**src/rtl/crypto_host_ctrl.sv**
```systemverilog
// Host-side sequencer for the 16-bit crypto core: accepts one job, resets and starts the core,
// collects the data/key results and returns them, with a watchdog that turns a hung core into an error.
module crypto_host_ctrl #(
    parameter int unsigned CLR_CYCLES = 2,
    parameter int unsigned BGN_CYCLES = 10,
    parameter int unsigned TIMEOUT    = 200
) (
    input  logic        i_clk,
    input  logic        i_rst,
    input  logic        i_req_valid,
    output logic        o_req_ready,
    input  logic [1:0]  i_req_mode,
    input  logic [15:0] i_req_data,
    input  logic [15:0] i_req_key,
    output logic        o_resp_valid,
    input  logic        i_resp_ready,
    output logic [15:0] o_resp_data,
    output logic [15:0] o_resp_key,
    output logic        o_resp_err,
    output logic        o_core_rst_n,
    output logic        o_core_bgn,
    output logic [1:0]  o_core_mode,
    output logic [15:0] o_core_data,
    output logic [15:0] o_core_key,
    input  logic        i_core_data_done,
    input  logic        i_core_key_done,
    input  logic [15:0] i_core_data_out,
    input  logic [15:0] i_core_key_out,
    output logic        o_busy,
    output logic [7:0]  o_job_count
);

    typedef enum logic [2:0] {StIdle, StClr, StStart, StWait, StResp} state_e;

    localparam logic [7:0]  ClrLast  = 8'(CLR_CYCLES - 1);
    localparam logic [7:0]  BgnLast  = 8'(BGN_CYCLES - 1);
    localparam logic [15:0] WdogLast = 16'(TIMEOUT - 1);

    state_e      r_state, w_state_d;
    logic [7:0]  r_cnt, w_cnt_d;
    logic [15:0] r_wdog, w_wdog_d;
    logic        r_dflag, w_dflag_d;
    logic        r_kflag, w_kflag_d;
    logic [15:0] r_resp_data, w_resp_data_d;
    logic [15:0] r_resp_key, w_resp_key_d;
    logic        r_resp_err, w_resp_err_d;
    logic [1:0]  r_core_mode, w_core_mode_d;
    logic [15:0] r_core_data, w_core_data_d;
    logic [15:0] r_core_key, w_core_key_d;
    logic [7:0]  r_job_count, w_job_count_d;
    logic        r_req_ready, r_resp_valid, r_core_rst_n, r_core_bgn, r_busy;
    logic        w_both_done;

    always_comb begin
        w_state_d      = r_state;
        w_cnt_d        = r_cnt;
        w_wdog_d       = r_wdog;
        w_dflag_d      = r_dflag;
        w_kflag_d      = r_kflag;
        w_resp_data_d  = r_resp_data;
        w_resp_key_d   = r_resp_key;
        w_resp_err_d   = r_resp_err;
        w_core_mode_d  = r_core_mode;
        w_core_data_d  = r_core_data;
        w_core_key_d   = r_core_key;
        w_job_count_d  = r_job_count;
        w_both_done    = (r_dflag | i_core_data_done) & (r_kflag | i_core_key_done);

        // First strobe of each kind wins; the core may finish while core_bgn is still high
        if (r_state == StStart || r_state == StWait) begin
            if (i_core_data_done && !r_dflag) begin
                w_resp_data_d = i_core_data_out;
                w_dflag_d     = 1'b1;
            end
            if (i_core_key_done && !r_kflag) begin
                w_resp_key_d = i_core_key_out;
                w_kflag_d    = 1'b1;
            end
        end

        case (r_state)
            StIdle: begin
                if (i_req_valid && r_req_ready) begin
                    w_core_mode_d = i_req_mode;
                    w_core_data_d = i_req_data;
                    w_core_key_d  = i_req_key;
                    w_resp_data_d = 16'h0;
                    w_resp_key_d  = 16'h0;
                    w_dflag_d     = 1'b0;
                    w_kflag_d     = 1'b0;
                    w_cnt_d       = 8'h0;
                    if (i_req_mode == 2'b01 || i_req_mode == 2'b10) begin
                        w_resp_err_d = 1'b0;
                        w_state_d    = StClr;
                    end else begin
                        w_resp_err_d = 1'b1;
                        w_state_d    = StResp;
                    end
                end
            end
            StClr: begin
                if (r_cnt == ClrLast) begin
                    w_cnt_d   = 8'h0;
                    w_dflag_d = 1'b0;
                    w_kflag_d = 1'b0;
                    w_state_d = StStart;
                end else begin
                    w_cnt_d = r_cnt + 8'd1;
                end
            end
            StStart: begin
                if (r_cnt == BgnLast) begin
                    w_cnt_d   = 8'h0;
                    w_wdog_d  = 16'h0;
                    w_state_d = StWait;
                end else begin
                    w_cnt_d = r_cnt + 8'd1;
                end
            end
            StWait: begin
                w_wdog_d = r_wdog + 16'd1;
                if (w_both_done) begin
                    w_resp_err_d = 1'b0;
                    w_state_d    = StResp;
                end else if (r_wdog == WdogLast) begin
                    w_resp_err_d = 1'b1;
                    w_state_d    = StResp;
                end
            end
            StResp: begin
                if (r_resp_valid && i_resp_ready) begin
                    w_state_d = StIdle;
                    if (!r_resp_err) begin
                        w_job_count_d = r_job_count + 8'd1;
                    end
                end
            end
            default: w_state_d = StIdle;
        endcase
    end

    // Status outputs are registered copies decoded from the next state
    always_ff @(posedge i_clk) begin
        if (i_rst) begin
            r_state      <= StIdle;
            r_cnt        <= 8'h0;
            r_wdog       <= 16'h0;
            r_dflag      <= 1'b0;
            r_kflag      <= 1'b0;
            r_resp_data  <= 16'h0;
            r_resp_key   <= 16'h0;
            r_resp_err   <= 1'b0;
            r_core_mode  <= 2'b00;
            r_core_data  <= 16'h0;
            r_core_key   <= 16'h0;
            r_job_count  <= 8'h0;
            r_req_ready  <= 1'b1;
            r_resp_valid <= 1'b0;
            r_core_rst_n <= 1'b1;
            r_core_bgn   <= 1'b0;
            r_busy       <= 1'b0;
        end else begin
            r_state      <= w_state_d;
            r_cnt        <= w_cnt_d;
            r_wdog       <= w_wdog_d;
            r_dflag      <= w_dflag_d;
            r_kflag      <= w_kflag_d;
            r_resp_data  <= w_resp_data_d;
            r_resp_key   <= w_resp_key_d;
            r_resp_err   <= w_resp_err_d;
            r_core_mode  <= w_core_mode_d;
            r_core_data  <= w_core_data_d;
            r_core_key   <= w_core_key_d;
            r_job_count  <= w_job_count_d;
            r_req_ready  <= (w_state_d == StIdle);
            r_resp_valid <= (w_state_d == StResp);
            r_core_rst_n <= (w_state_d != StClr);
            r_core_bgn   <= (w_state_d == StStart);
            r_busy       <= (w_state_d != StIdle);
        end
    end

    assign o_req_ready  = r_req_ready;
    assign o_resp_valid = r_resp_valid;
    assign o_resp_data  = r_resp_data;
    assign o_resp_key   = r_resp_key;
    assign o_resp_err   = r_resp_err;
    assign o_core_rst_n = r_core_rst_n;
    assign o_core_bgn   = r_core_bgn;
    assign o_core_mode  = r_core_mode;
    assign o_core_data  = r_core_data;
    assign o_core_key   = r_core_key;
    assign o_busy       = r_busy;
    assign o_job_count  = r_job_count;

endmodule

```
**config.mk**
```make
export PLATFORM = sky130hd
export DESIGN_NAME = crypto_host_ctrl
export DESIGN_NICKNAME = d
export VERILOG_FILES = /design/src/rtl/crypto_host_ctrl.sv
export SDC_FILE = /design/constraint.sdc
export NUM_CORES = 1
export LEC_CHECK = 0
export ABC_AREA = 1
export ABC_CLOCK_PERIOD_IN_PS = 3620
export CAP_MARGIN = 20
export CELL_PAD_IN_SITES_DETAIL_PLACEMENT = 1
export CELL_PAD_IN_SITES_GLOBAL_PLACEMENT = 1
export CORE_MARGIN = 2
export CORE_UTILIZATION = 30
export CTS_CLUSTER_DIAMETER = 100
export DETAILED_ROUTE_END_ITERATION = 10
export PLACE_DENSITY_LB_ADDON = 0.1
export SLEW_MARGIN = 20
export SYNTH_ARGS = -nofsm -noshare
export SYNTH_HDL_FRONTEND = slang
export SYNTH_SLANG_ARGS = --single-unit
```
**constraint.sdc**
```tcl
create_clock -name i_clk -period 3.62 [get_ports i_clk]
set_input_delay 1.086 -clock i_clk [delete_from_list [all_inputs] [get_ports i_clk]]
set_output_delay 1.086 -clock i_clk [all_outputs]
set_load 0.05 [all_outputs]
```
==> summary.txt, run 1 <==
Run status
  • Run status: complete, no violations

Worst setup path
  • Worst Setup SP: o_job_count[5]
  • R2R Path Start: r_state[2]
  • Slowest cell on the critical path: clkdlybuf4s50_1
  • Setup crit end kind: output port
  • CP cell instances: clkdlybuf4s50_1
  • RR Endpoint: o_resp_key[15]
  • Critical Path Stages: 1
  • R2R depth: 6
  • Worst EP arrival: 1650 ps
  • WP buf/inv: 1
  • Worst Setup Start Kind: flop
  • Family with the most delay on the worst path: buffers and inverters
  • CP required: roughly 2500 ps
  • WS Path Type: flop to output port
  • Crit path to: o_job_count[5]
  • Critical Path Fanout Max: 5
  • Reg-to-reg slack, setup: between 1500 and 2000 ps
  • Slowest cell delay on critical path: ~880 ps

Floorplanning
  • Core area: approximately 15,000 um2
  • Initial Util: between 30% and 40%
  • I/O Pins: approximately 150
  • Chip width: approximately 130 um
  • Die ar.: around 17,000 um2
  • Num rows: between 40 and 50
  • Die height: 128.5 um

Layout
  • ANT cells: 0
  • Layout Utilization: around 43%
  • Layout Cell Area excl Fill: between 6000 and 7000 um2
  • Final #Nets: roughly 850
  • Area Growth Syn to Fin: 41.75%
  • Layout cells sized above 1: ~7.4%

Global route
  • Largest net degree at the start of global routing: 55
  • Met3 Track Usage GR: under 10%
  • Initial antenna violation count: 0
  • Global-route wire length before repair: approximately 23 mm
  • Met2 Use GR: 30.88%
  • GRT met1 Usage: 20.32%
  • Vias in the first global route: roughly 4,700
  • GRT Overall Usage: between 15 and 20%
  • Total gr overflow: 0
  • Most used routing layer in global routing: met2

Timing
  • FMAX: approximately 370 MHz
  • Slew headroom: 49.80%
  • RSZ-0062 raised after global routing: no
  • Fin. Hold Viols: 0
  • Final Skew: around 8.5 ps
  • Post-route minimum period: between 2000 and 3000 ps
  • Final setup TNS: 0 ps
  • Final setup viols: 0
  • Final Worst Setup Slack: roughly 880 ps
  • Fin. max-slew vios: 0
  • Period utilisation layout: 75.63%
  • Worst-Margin Slew: between 700 and 800 ps

Job
  • Max Cap Viol: 0

Synthesis
  • Yosys reg bits: roughly 110
  • Cells after Synth: ~630
  • Seq/Total Area, Yosys: between 40% and 50%
  • Netlist Area Pre-Place: 4651 um2
  • Largest area contributor in the netlist: dfxtp_1
  • Most area-consuming cells after synthesis: dfxtp_1 (47%), nor2_1 (14%), nand2_1 (6.3%), o21ai_0 (5.3%), nor3_1 (3.7%)
  • Distinct cells, synth: 38
  • Count leader, synth: nor2_1
  • Synth Flop Type: dfxtp_1
  • Post-synth ARST share: 0%
  • Syn_nets: around 700
  • Ys Warns: 0
  • Post-synthesis average cell area: ~7.4 um2
  • Synth cell count leaders: nor2_1 (173), dfxtp_1 (109), nand2_1 (78), o21ai_0 (49), inv_1 (44)
  • Post-synth EDFFs: 0
  • Synth top area share: a little under half

Detailed routing
  • Vias: between 4,000 and 5,000
  • Via density per instance: about 4.7
  • Routed WL: about 15 mm
  • WL/cell: between 15 and 20 um
  • First-pass DRT Iterations: 4
  • DRT iter0 DRCs: ~230
  • DR DRC count: 0
  • Post-route ant nets: 0

Clock tree
  • CTS tree: done
  • Cts hold-fix bufs: 0
  • CTS Buffer Depth: 2
  • CTS Sinks: about 110
  • Reg clk slew, reported paths: ~70 ps
  • Worst skew pair latency: between 300 and 400 ps
  • CTS Buf Count: 9
  • H-tree depth: 3
  • CTS resizes: 0
  • Post-CTS Setup Bufs: 0
  • Root Driver: clkbuf_16

Place
  • GPL Wtd Cong: ~0.81
  • Count of port buffers added during placement: between 150 and 200
  • Placed Area: about 6300 um2
  • Dpl ws: roughly 620 ps
  • DP Wirelength: ~10 mm

Power and ir drop
  • Sw frac: approximately a third
  • Seq pwr share: 41.8%
  • PD cells: roughly 490 nW/um2
  • Combinational share of power: about a quarter
  • Pint: about 2.1 mW
  • Pwr Total: between 3 and 4 mW
  • Peak supply drop: between 0.2 and 0.3 mV
  • Net Sw Power: 1.080 mW
  • Leak pwr: roughly 2.6 nW
  • Clock share of power: a little under a third

Min path
  • Worst Hold Class: flop to flop
==> cell type report <==
cell class                 count  area, um2
fill                        1849       8610
inverter                      52      197.7
clock buffer                  11      242.7
sequential                   109       2182
tap                          188      235.2
timing repair buffer         154       1534
clock inverter                 5      60.06
multi-input combinational    443       2141
==> cells by family after synthesis <==
kind of cell	after synthesis	synth area share, %
fa+ha+maj	4	1.076
buf+inv	76	7.049
simple gates	344	33.41
compound gates	88	10.22
flops	109	46.92
xor+xnor	7	1.318
==> layer usage <==
metal | vias to the layer above | share of wire (%)
li1 | 2288 | -
met1 | 2155 | 44
met2 | 104 | 47
met3 | 18 | 6.6
met4 | 0 | 2.0
met5 | - | 0
==> worst min path at each step <==
stage	start	endpoint	slack, ps	depth (start not counted)
after detailed placement	r_cnt[5]	r_cnt[5]	490	2
after floorplan	r_wdog[6]	r_wdog[6]	470	2
after global routing	o_resp_data[3]	o_resp_data[3]	540	2
after CTS	r_cnt[5]	r_cnt[5]	500	2
final	r_cnt[5]	r_cnt[5]	500	2
after global placement	r_wdog[6]	r_wdog[6]	480	2
==> registers in the layout (all words and copies together), names as in the netlist <==
name	cells
o_core_key	16
o_core_mode	2
r_state	3
o_resp_data	16
o_job_count	8
r_cnt	8
o_resp_key	16
o_busy	1
o_resp_err	1
r_wdog	16
o_core_bgn	1
r_kflag	1
o_core_rst_n	1
o_resp_valid	1
o_req_ready	1
o_core_data	16
r_dflag	1
==> through the flow <==
stage / instances / hold slack (ps)
after global routing: 962 / 535.5
final: 962 / 502.2
after detailed placement: 946 / 492.7
after floorplan: 628 / 465.7
after CTS: 962 / 504.3
after global placement: 946 / 479.5
==> cells in the final DEF (no fill, tap or decap), types with 3 or more instances in the layout <==
master           instances
nor2_1                 173
clkdlybuf4s50_1        151
dfxtp_1                109
nand2_1                 78
o21ai_0                 49
inv_1                   44
nor3_1                  34
nand3_1                 26
a21oi_1                 25
nor3_2                  10
clkbuf_16                9
nor2_2                   6
inv_2                    5
xnor2_1                  4
ha_1                     4
nand2_2                  3
nor2_4                   3
nand4_1                  3
xor2_1                   3
buf_4                    3
==> power groups by stage <==
stage | combinational [mW] | sequential, mW | clock (mW)
CTS | 0.863 | 1.34 | 1.05
detailed placement | 0.857 | 1.37 | 0
global placement | 0.847 | 1.37 | 0
finish | 0.852 | 1.34 | 1.02
global route | 0.915 | 1.35 | 1.11
floorplan | 0.249 | 1.65 | 0
==> worst register-to-register path: cells and delay by family, from the launching register on <==
kind                   cells  cell delay, ps
buffers and inverters      2             430
DFF                        1             530
and+or+nand+nor            4            1030
Note: power is estimated with default switching activity, not from simulation.
==> run 2, diff against run 1 <==
--- a/config.mk
+++ b/config.mk
@@ -6,7 +6,7 @@
 export NUM_CORES = 1
 export LEC_CHECK = 0
 export ABC_AREA = 1
-export ABC_CLOCK_PERIOD_IN_PS = 3620
+export ABC_CLOCK_PERIOD_IN_PS = 2600
 export CAP_MARGIN = 20
 export CELL_PAD_IN_SITES_DETAIL_PLACEMENT = 1
 export CELL_PAD_IN_SITES_GLOBAL_PLACEMENT = 1
==> constraint.sdc (replaced) <==
create_clock -name i_clk -period 2.6 [get_ports i_clk]
set_input_delay 0.78 -clock i_clk [delete_from_list [all_inputs] [get_ports i_clk]]
set_output_delay 0.78 -clock i_clk [all_outputs]
set_load 0.05 [all_outputs]
==> run 2 against run 1 <==
Global-route usage decreased by 0.35 points. Via count increased by 0.15%. Critical path depth unchanged. Critical path type unchanged. Critical endpoint is now o_job_count[3]. First-iteration DRC count decreased by 14%. Clock power rose by 40%. Worst hold slack is essentially flat. Combinational power increased by 41%. Cell count rose by 0.52%. Clock skew down 2.8 ps. Non-clock buffer count up 5.
==> summary.txt, run 2 (same netlist as run 1, synthesis figures left out) <==
Run status
  • Run status: complete, no violations

Min path
  • Worst Hold Class: flop to flop

Global route
  • Total gr overflow: 0
  • Vias in the first global route: 4,676
  • Initial antenna violation count: 0
  • Global-route wire length before repair: approximately 23 mm
  • GRT Overall Usage: between 10% and 20%
  • Largest net degree at the start of global routing: 55

Clock tree
  • CTS Sinks: roughly 110
  • CTS tree: done
  • CTS resizes: 0
  • H-tree depth: 3
  • CTS Buf Count: 9
  • Reg clk slew, reported paths: approximately 80 ps
  • Root Driver: clkbuf_16
  • Post-CTS Setup Bufs: 0
  • Cts hold-fix bufs: 0
  • CTS Buffer Depth: 2
  • Worst skew pair latency: roughly 360 ps

Floorplanning
  • Chip width: 128.5 um
  • Initial Util: just over 30%
  • Die height: between 100 and 150 um
  • Core area: 15,200 um2
  • I/O Pins: 152
  • Num rows: 45
  • Die ar.: roughly 17,000 um2

Detailed routing
  • WL/cell: roughly 15 um
  • DR DRC count: 0
  • Routed WL: approximately 14 mm
  • Post-route ant nets: 0
  • Via density per instance: approximately 4.7
  • DRT iter0 DRCs: roughly 200
  • First-pass DRT Iterations: 4
  • Vias: roughly 4,600

Power and ir drop
  • PD cells: ~680 nW/um2
  • Leak pwr: around 2.6 nW
  • Peak supply drop: between 0.3 and 0.4 mV
  • Pwr Total: approximately 4.5 mW

Timing
  • Slew headroom: between 60% and 70%
  • FMAX: roughly 410 MHz
  • Post-route minimum period: 2442 ps
  • Period utilisation layout: 93.91%
  • Worst-Margin Slew: approximately 600 ps
  • Final setup TNS: 0 ps
  • Fin. Hold Viols: 0
  • RSZ-0062 raised after global routing: no
  • Final Skew: 5.787 ps
  • Final setup viols: 0
  • Fin. max-slew vios: 0

Layout
  • Final #Nets: 850
  • Most common cell after layout, fill and taps aside: nor2_1
  • Layout cells sized above 1: under 10%
  • FF+latch area: between 2000 and 2500 um2
  • Layout Utilization: between 40% and 50%
  • Most frequent cells in the layout: nor2_1 (173), clkdlybuf4s50_1 (151), dfxtp_1 (109)
  • # fillers: around 1,800
  • ANT cells: 0
  • Multi-input gate area: around 2100 um2
  • Area Growth Syn to Fin: 42.94%

Job
  • Max Cap Viol: 0

Worst setup path
  • Family with the most delay on the worst path: buffers and inverters
  • Slowest cell on the critical path: clkdlybuf4s50_1
  • CP required: roughly 1800 ps
  • WP buf/inv: 1
  • Critical Path Fanout Max: 6
  • Worst EP arrival: around 1700 ps
  • CP cell instances: clkdlybuf4s50_1
  • Slowest cell delay on critical path: roughly 870 ps
  • WS Path Type: flop to output port
  • Reg-to-reg slack, setup: between 800 and 900 ps
  • Worst Setup Start Kind: flop
  • Setup crit end kind: output port

Place
  • Count of port buffers added during placement: about 150
  • DP Wirelength: 10.38 mm
  • GPL Wtd Cong: ~0.8
-- run 2: worst paths after layout --
path | startpoint | to | cells after the start
worst min register to register | o_resp_key[14] | o_resp_key[14] | 2
worst min-delay path | o_resp_key[14] | o_resp_key[14] | 2
worst max-delay path | o_job_count[3] | o_job_count[3] | 1
worst max register to register | r_wdog[0] | r_wdog[12] | 10
-- run 2: metal layers --
layer	track usage [%]	part of all wire [%]
met3	4.366	5.6
met2	29.85	48
met1	20.48	44
met5	0	0
met4	6.650	2.1
-- run 2: power breakdown --
group,switching [mW],internal [mW],total [mW]
clock network,0.666,0.763,1.43
logic,0.790,0.406,1.20
registers,0.0715,1.80,1.87
-- run 2: final cells by class --
cell class | count | share of cell area (%)
Clock buffer | 9 | 3.388
Clock inverter | 7 | 1.242
Inverter | 52 | 2.974
Multi-Input combinational cell | 443 | 32.20
Sequential cell | 109 | 32.83
Tap cell | 188 | 3.538
Timing Repair Buffer | 159 | 23.83
-- run 2: through the flow --
stage          instances  worst slack, ps  instance area [um2]  hold WS (ps)
2_1_floorplan        628            945.3                 4651         465.7
3_3_place_gp         951            390.4                 6340         477.8
3_5_place_dp         951            294.1                 6340         491.3
4_1_cts              967            125.2                 6648         505.3
5_1_grt              967            90.99                 6648         527.8
6_report             967            158.5                 6648         502.1
==> run 3, diff against run 2 <==
--- a/config.mk
+++ b/config.mk
@@ -7,7 +7,6 @@
 export LEC_CHECK = 0
 export ABC_AREA = 1
 export ABC_CLOCK_PERIOD_IN_PS = 2600
-export CAP_MARGIN = 20
 export CELL_PAD_IN_SITES_DETAIL_PLACEMENT = 1
 export CELL_PAD_IN_SITES_GLOBAL_PLACEMENT = 1
 export CORE_MARGIN = 2
==> results of run 3 <==
No change in the layout: final DEF, timing and power equal those of run 2.
